`config.mk`:
```
export PLATFORM = sky130hd
export DESIGN_NAME = tcu_drl_mask_expand
export DESIGN_NICKNAME = d
export VERILOG_FILES = /design/src/rtl/tcu_drl_mask_expand.sv
export SDC_FILE = /design/constraint.sdc
export NUM_CORES = 1
export LEC_CHECK = 0
export ABC_AREA = 1
export CAP_MARGIN = 20
export CORE_MARGIN = 2
export CORE_UTILIZATION = 50
export CTS_BUF_LIST = sky130_fd_sc_hd__clkbuf_8
export DETAILED_ROUTE_END_ITERATION = 16
export PLACE_DENSITY_LB_ADDON = 0.25
export RECOVER_POWER = 100
export SLEW_MARGIN = 25
export SYNTH_ARGS = -nofsm -noshare
export SYNTH_HDL_FRONTEND = slang
export SYNTH_SLANG_ARGS = --single-unit
```
`constraint.sdc`:
```
create_clock -name clk -period 1.9 [get_ports clk]
set_input_delay 0.38 -clock clk [delete_from_list [all_inputs] [get_ports clk]]
set_output_delay 0.38 -clock clk [all_outputs]
set_load 0.1 [all_outputs]
```
`src/rtl/tcu_drl_mask_expand.sv`:
```
// Expands BEATS lane-mask beats into one concatenated element-level valid mask for TCU writeback.
// Optional build macro TCU_DRL_MASK_CHECK_EN adds illegal-format / illegal-FP32-lane error detection.
module tcu_drl_mask_expand #(
  parameter int unsigned N              = 2,
  parameter int unsigned TCK            = 2 * N,
  parameter int unsigned TCU_MAX_INPUTS = 4 * TCK,
  parameter int unsigned BEATS          = 4
) (
  input  logic                              clk,
  input  logic                              reset,
  input  logic                              in_valid,
  output logic                              in_ready,
  input  logic [TCK-1:0]                    in_lane_mask,
  input  logic [3:0]                        in_fmt,
  output logic                              out_valid,
  input  logic                              out_ready,
  output logic [BEATS*TCU_MAX_INPUTS-1:0]   out_vld_mask,
  output logic [3:0]                        out_fmt,
  output logic                              out_err
);

  localparam int unsigned M     = TCU_MAX_INPUTS;
  localparam int unsigned OUT_W = BEATS * M;
  localparam int unsigned CNT_W = (BEATS > 1) ? $clog2(BEATS) : 1;

  localparam logic [3:0] TCU_FP32_ID = 4'd0;
  localparam logic [3:0] TCU_FP16_ID = 4'd1;
  localparam logic [3:0] TCU_BF16_ID = 4'd2;
  localparam logic [3:0] TCU_FP8_ID  = 4'd3;
  localparam logic [3:0] TCU_BF8_ID  = 4'd4;
  localparam logic [3:0] TCU_I8_ID   = 4'd5;
  localparam logic [3:0] TCU_U8_ID   = 4'd6;
  localparam logic [3:0] TCU_I4_ID   = 4'd7;
  localparam logic [3:0] TCU_U4_ID   = 4'd8;

  typedef enum logic {
    S_COLLECT = 1'b0,
    S_HOLD    = 1'b1
  } state_e;

  state_e             state_q, state_d;
  logic [CNT_W-1:0]   beat_cnt_q, beat_cnt_d;
  logic [OUT_W-1:0]   vld_mask_q, vld_mask_d;
  logic [3:0]         fmt_q, fmt_d;
  logic               err_q, err_d;
  logic               in_ready_q, in_ready_d;
  logic               out_valid_q, out_valid_d;

  logic [4*TCK-1:0]   exp_fp32_c;
  logic [4*TCK-1:0]   exp_fp16_c;
  logic [2*TCK-1:0]   exp_fp8_c;
  logic [M-1:0]       slice_c;
  logic [OUT_W-1:0]   wr_bits_c;
  logic               beat_err_c;
`ifdef TCU_DRL_MASK_CHECK_EN
  logic [TCK-1:0]     odd_lanes_c;
`endif

  // Per-format lane replication; FP32 spans two lane slots so only even lanes drive it.
  for (genvar i = 0; i < TCK; i++) begin : g_lane
    assign exp_fp16_c[4*i +: 4] = {4{in_lane_mask[i]}};
    assign exp_fp8_c[2*i +: 2]  = {2{in_lane_mask[i]}};
    if (i % 2 == 0) begin : g_even
      assign exp_fp32_c[4*i +: 8] = {8{in_lane_mask[i]}};
    end
`ifdef TCU_DRL_MASK_CHECK_EN
    assign odd_lanes_c[i] = (i % 2 == 1) ? in_lane_mask[i] : 1'b0;
`endif
  end

  // One-hot slice write enable for the beat currently being collected.
  for (genvar b = 0; b < BEATS; b++) begin : g_beat
    assign wr_bits_c[b*M +: M] = {M{beat_cnt_q == CNT_W'(b)}};
  end

  always_comb begin
    slice_c = '0;
    case (in_fmt)
      TCU_FP32_ID:                                     slice_c = M'(exp_fp32_c);
      TCU_FP16_ID, TCU_BF16_ID:                        slice_c = M'(exp_fp16_c);
      TCU_FP8_ID, TCU_BF8_ID, TCU_I8_ID, TCU_U8_ID:    slice_c = M'(exp_fp8_c);
      TCU_I4_ID, TCU_U4_ID:                            slice_c = M'(in_lane_mask);
      default:                                         slice_c = '0;
    endcase
  end

`ifdef TCU_DRL_MASK_CHECK_EN
  always_comb begin
    beat_err_c = (in_fmt > TCU_U4_ID) ||
                 ((in_fmt == TCU_FP32_ID) && (odd_lanes_c != '0));
  end
`else
  assign beat_err_c = 1'b0;
`endif

  // Next-state: collect beats into slices, then hold the group until consumed.
  always_comb begin
    state_d    = state_q;
    beat_cnt_d = beat_cnt_q;
    vld_mask_d = vld_mask_q;
    fmt_d      = fmt_q;
    err_d      = err_q;
    case (state_q)
      S_COLLECT: begin
        if (in_valid) begin
          vld_mask_d = (vld_mask_q & ~wr_bits_c) | ({BEATS{slice_c}} & wr_bits_c);
          if (beat_cnt_q == '0) begin
            fmt_d = in_fmt;
          end else if (in_fmt != fmt_q) begin
            err_d = 1'b1;
          end
          if (beat_err_c) begin
            err_d = 1'b1;
          end
          if (beat_cnt_q == CNT_W'(BEATS - 1)) begin
            state_d    = S_HOLD;
            beat_cnt_d = '0;
          end else begin
            beat_cnt_d = beat_cnt_q + CNT_W'(1);
          end
        end
      end
      S_HOLD: begin
        if (out_ready) begin
          state_d    = S_COLLECT;
          vld_mask_d = '0;
          err_d      = 1'b0;
        end
      end
      default: state_d = S_COLLECT;
    endcase
    in_ready_d  = (state_d == S_COLLECT);
    out_valid_d = (state_d == S_HOLD);
  end

  always_ff @(posedge clk) begin
    if (reset) begin
      state_q     <= S_COLLECT;
      beat_cnt_q  <= '0;
      vld_mask_q  <= '0;
      fmt_q       <= '0;
      err_q       <= 1'b0;
      in_ready_q  <= 1'b1;
      out_valid_q <= 1'b0;
    end else begin
      state_q     <= state_d;
      beat_cnt_q  <= beat_cnt_d;
      vld_mask_q  <= vld_mask_d;
      fmt_q       <= fmt_d;
      err_q       <= err_d;
      in_ready_q  <= in_ready_d;
      out_valid_q <= out_valid_d;
    end
  end

  assign in_ready     = in_ready_q;
  assign out_valid    = out_valid_q;
  assign out_vld_mask = vld_mask_q;
  assign out_fmt      = fmt_q;
  assign out_err      = err_q;

endmodule

```
==> impl_summary.log <==
INFO  metric syn_to_final_growth = 28.09%
INFO  metric ff2ff_setup_slack = approximately 0.24 ns
INFO  metric yosysSeqAreaShare = 0.4620
INFO  metric detailed_place_hpwl = 6449 microns
INFO  metric clock-skew-final = 0.006460 ns
INFO  metric wirelength = 9184 microns
INFO  metric number_of_antenna_violations_at_the_first_check_in_global_routing = 0
INFO  metric hold_path_class = reg2reg
INFO  metric dpl_cell_area = about 0.0046 sq mm
INFO  metric yosys_register_bits = 73
INFO  metric maximum_number_of_pins_on_one_net_before_global_route_repair = 40
INFO  metric clock_path_buffers = 2
INFO  metric num_rows = 28
INFO  metric hold_ws = roughly 0.47 ns
INFO  metric slew_headroom = 0.6327
INFO  metric worst_ep_arrival_time = roughly 1.9 ns
INFO  metric first_pass_iters = 5
INFO  metric clkLatencyLatePin = ~0.34 ns
INFO  metric cts_tree = done
INFO  metric worst_ep_required = 2.11 ns
INFO  metric start_kind = input port
INFO  metric start_util = 0.5249
INFO  metric clk_transition_reported_paths = 0.08 ns
INFO  metric synthesis.instances = 444
INFO  metric overflow = 0
INFO  metric final_max_slew_viol_count = 0
INFO  metric cts-resized-gates = 0
INFO  metric cts_sinks = between 70 and 80
INFO  metric critPathCaptureType = flop
INFO  metric worst_slew_pin_slew = 0.5533 ns
INFO  metric holdCritStartpoint = out_vld_mask[19]$_SDFFE_PP0P_
INFO  metric layout_cell_share_with_drive_strength_beyond_1 = 0.2153
INFO  metric grt_util_all_layers = 0.2589
INFO  metric synthDistinctLibCells = 25
INFO  metric fin_ws = 0.1895 ns
INFO  metric final_standard_cell_area_without_fillers = 0.004051 sq mm
INFO  metric post-route-period-util = 0.9003
INFO  metric slowest_stage_cell_crit_path = sky130_fd_sc_hd__clkdlybuf4s50_1
INFO  metric r2r-start = out_valid$_SDFF_PP0_
INFO  metric top_level_ports = 83
INFO  metric upper_clock_frequency_limit = 584.6 MHz
INFO  metric place_congestion = roughly 0.92
INFO  metric syn_avg_cell_area = 7.124 sq um
INFO  metric holdPathStages = 2
INFO  metric post_synth_instance_area = 0.003163 sq mm
INFO  metric outcome = complete, no violations
INFO  metric total_nets_after_synthesis = 460
INFO  metric cellPowerDensity = 1014 mW/mm^2
INFO  metric vias = 3,392
INFO  metric postCtsSetupBuffers = 0
INFO  metric crit_type = in2reg
INFO  metric cpLargestDelayFamily = buffers and inverters
INFO  metric whs_endpoint = out_vld_mask[19]$_SDFFE_PP0P_
INFO  metric number_of_enable_type_register_cells_in_the_synthesized_netlist = 0
INFO  metric synthesis_warning_total = 0
INFO  metric timing_hold_violations_final = 0
INFO  metric drc_errors = 0
INFO  metric final_power = ~4 mW
INFO  metric crit_path_cell_trace = clkdlybuf4s50_1 -> nor2_1 -> nand2_1 -> nand2_1 -> nand2_1 -> nand2_4 -> o21ai_0 -> a21oi_1
INFO  metric placeableCoreArea = between 0.006 and 0.007 sq mm
INFO  metric cts_hold_buffers = 0
INFO  metric cts_made_buffers = 9
INFO  metric critical-path-max-stage-delay = 0.52 ns
INFO  metric setup_tns = 0 ns
INFO  metric ff2ff_path_depth = 7
INFO  metric worstPathBufferInverterCount = 1
INFO  metric synth_flop_cell = sky130_fd_sc_hd__dfxtp_1
INFO  metric setup-violations-final = 0
INFO  metric total_leakage_power = around 1.7 nW
INFO  metric initialDrtViolationCount = 291
INFO  metric chipWidth = 83.54 microns
INFO  metric cts_root_buf = sky130_fd_sc_hd__clkbuf_8
INFO  metric timing.max_cap.violations = 0
INFO  metric grt_first_pass_wirelength = 14,680 microns
INFO  metric vias_per_cell = 5.445
INFO  metric ctsHtreeMaxLevel = 3
INFO  metric layout_common_cells = sky130_fd_sc_hd__nand2_1, sky130_fd_sc_hd__a21oi_1, sky130_fd_sc_hd__dfxtp_1, sky130_fd_sc_hd__clkbuf_2, sky130_fd_sc_hd__nor2_1
INFO  metric mostFrequentLayoutCell = sky130_fd_sc_hd__nand2_1
INFO  metric path_max_fanout = 5
INFO  metric synthArstFlopShare = 0
INFO  metric die-height = 83.54 microns
INFO  metric design.final.nets = 559
INFO  metric die-area = 0.006978 sq mm
INFO  metric insertedDiodeCount = 0
INFO  metric place.port_buffers = 82
INFO  metric routedWlPerCell = 14.74 microns
INFO  metric cpMostUsedCell = sky130_fd_sc_hd__nand2_1
INFO  metric vdd.ir_drop.worst = 0.6250 mV
INFO  metric grt_pass1_vias = 3,196
INFO  metric rsz0062_at_grt = no
INFO  metric final.min_clock_period = 1.710 ns
INFO  metric place_ws = -0.05072 ns
INFO  metric route.antenna.remaining_nets = 0
INFO  metric r2r_end = out_vld_mask[23]$_SDFFE_PP0P_
==> state kept, by name (all words and copies together) (netlist names) <==
name and cells:
out_fmt 4, out_valid 1, in_ready 1, beat_cnt_q 2, out_err 1, out_vld_mask 64
==> power by group <==
group | internal, mW | switching, mW | total, mW
clock network | 0.779 | 0.593 | 1.37
registers | 1.60 | 0.0607 | 1.66
logic | 0.223 | 0.847 | 1.07
==> metal layers <==
| layer | part of all wire | GRT usage | vias to the layer above |
|---|---|---|---|
| met2 | 0.47 | 0.4304 | 171 |
| met1 | 0.43 | 0.3184 | 1544 |
| met4 | 0.033 | 0.1320 | 0 |
| met5 | 0 | 0 | - |
| li1 | - | - | 1648 |
| met3 | 0.068 | 0.05242 | 29 |
==> stage by stage <==
step                      utilization  std cells
final                          0.6723        623
after global routing           0.6723        623
after CTS                      0.7973        623
after detailed placement       0.7593        607
after global placement         0.7593        607
after floorplan                     -        444
==> how the worst max path moves through the flow <==
stage	startpoint	end	slack, ns	cells past startpoint
detailed placement	in_fmt[0]	out_vld_mask[2]$_SDFFE_PP0P_	-0.05	8
floorplan	out_valid$_SDFF_PP0_	out_vld_mask[23]$_SDFFE_PP0P_	0.33	7
CTS	in_fmt[0]	out_vld_mask[57]$_SDFFE_PP0P_	0.28	6
global placement	in_fmt[0]	out_vld_mask[24]$_SDFFE_PP0P_	0.002	6
finish	in_fmt[2]	out_vld_mask[13]$_SDFFE_PP0P_	0.19	8
global route	in_fmt[2]	out_vld_mask[18]$_SDFFE_PP0P_	0.05	6
==> cell usage after synthesis (5+ instances only) <==
cell / n / area (sq um)
sky130_fd_sc_hd__o21ai_0: 24 / 120.1
sky130_fd_sc_hd__nand4_1: 11 / 68.82
sky130_fd_sc_hd__nor2_1: 64 / 240.2
sky130_fd_sc_hd__a21oi_1: 74 / 370.4
sky130_fd_sc_hd__buf_2: 5 / 25.02
sky130_fd_sc_hd__dfxtp_1: 73 / 1461
sky130_fd_sc_hd__clkbuf_1: 9 / 33.78
sky130_fd_sc_hd__nand3_1: 16 / 80.08
sky130_fd_sc_hd__nand2_1: 113 / 424.2
sky130_fd_sc_hd__inv_1: 24 / 90.09
sky130_fd_sc_hd__nand2_2: 5 / 31.28
==> area by class of cell <==
| type | count | area, sq um |
|---|---|---|
| inverter | 27 | 101.3 |
| multi-input combinational | 324 | 1479 |
| clock buffer | 10 | 137.6 |
| sequential | 73 | 1461 |
| timing repair buffer | 108 | 686.9 |
| clock inverter | 6 | 91.34 |
| tap | 75 | 93.84 |
| fill | 517 | 1974 |
==> kinds of logic (layout without fill, tap and decap cells) <==
family,count (synthesis),in the layout,synth area share
AND/OR/NAND/NOR,211,211,0.2726
buffers and inverters,47,151,0.06645
AO/OA/AOI/OAI,105,105,0.1721
XOR/XNOR,4,4,0.01107
adder cells (fa/ha/maj),4,4,0.01582
flip-flops,73,73,0.4620
==> worst min-delay path: cells and delay by family, from the launching register on <==
family / cells / cell delay [ns]
flops: 1 / 0.32
compound gates: 1 / 0.05
simple gates: 1 / 0.06
No activity file was read; power rests on OpenSTA's default activity.
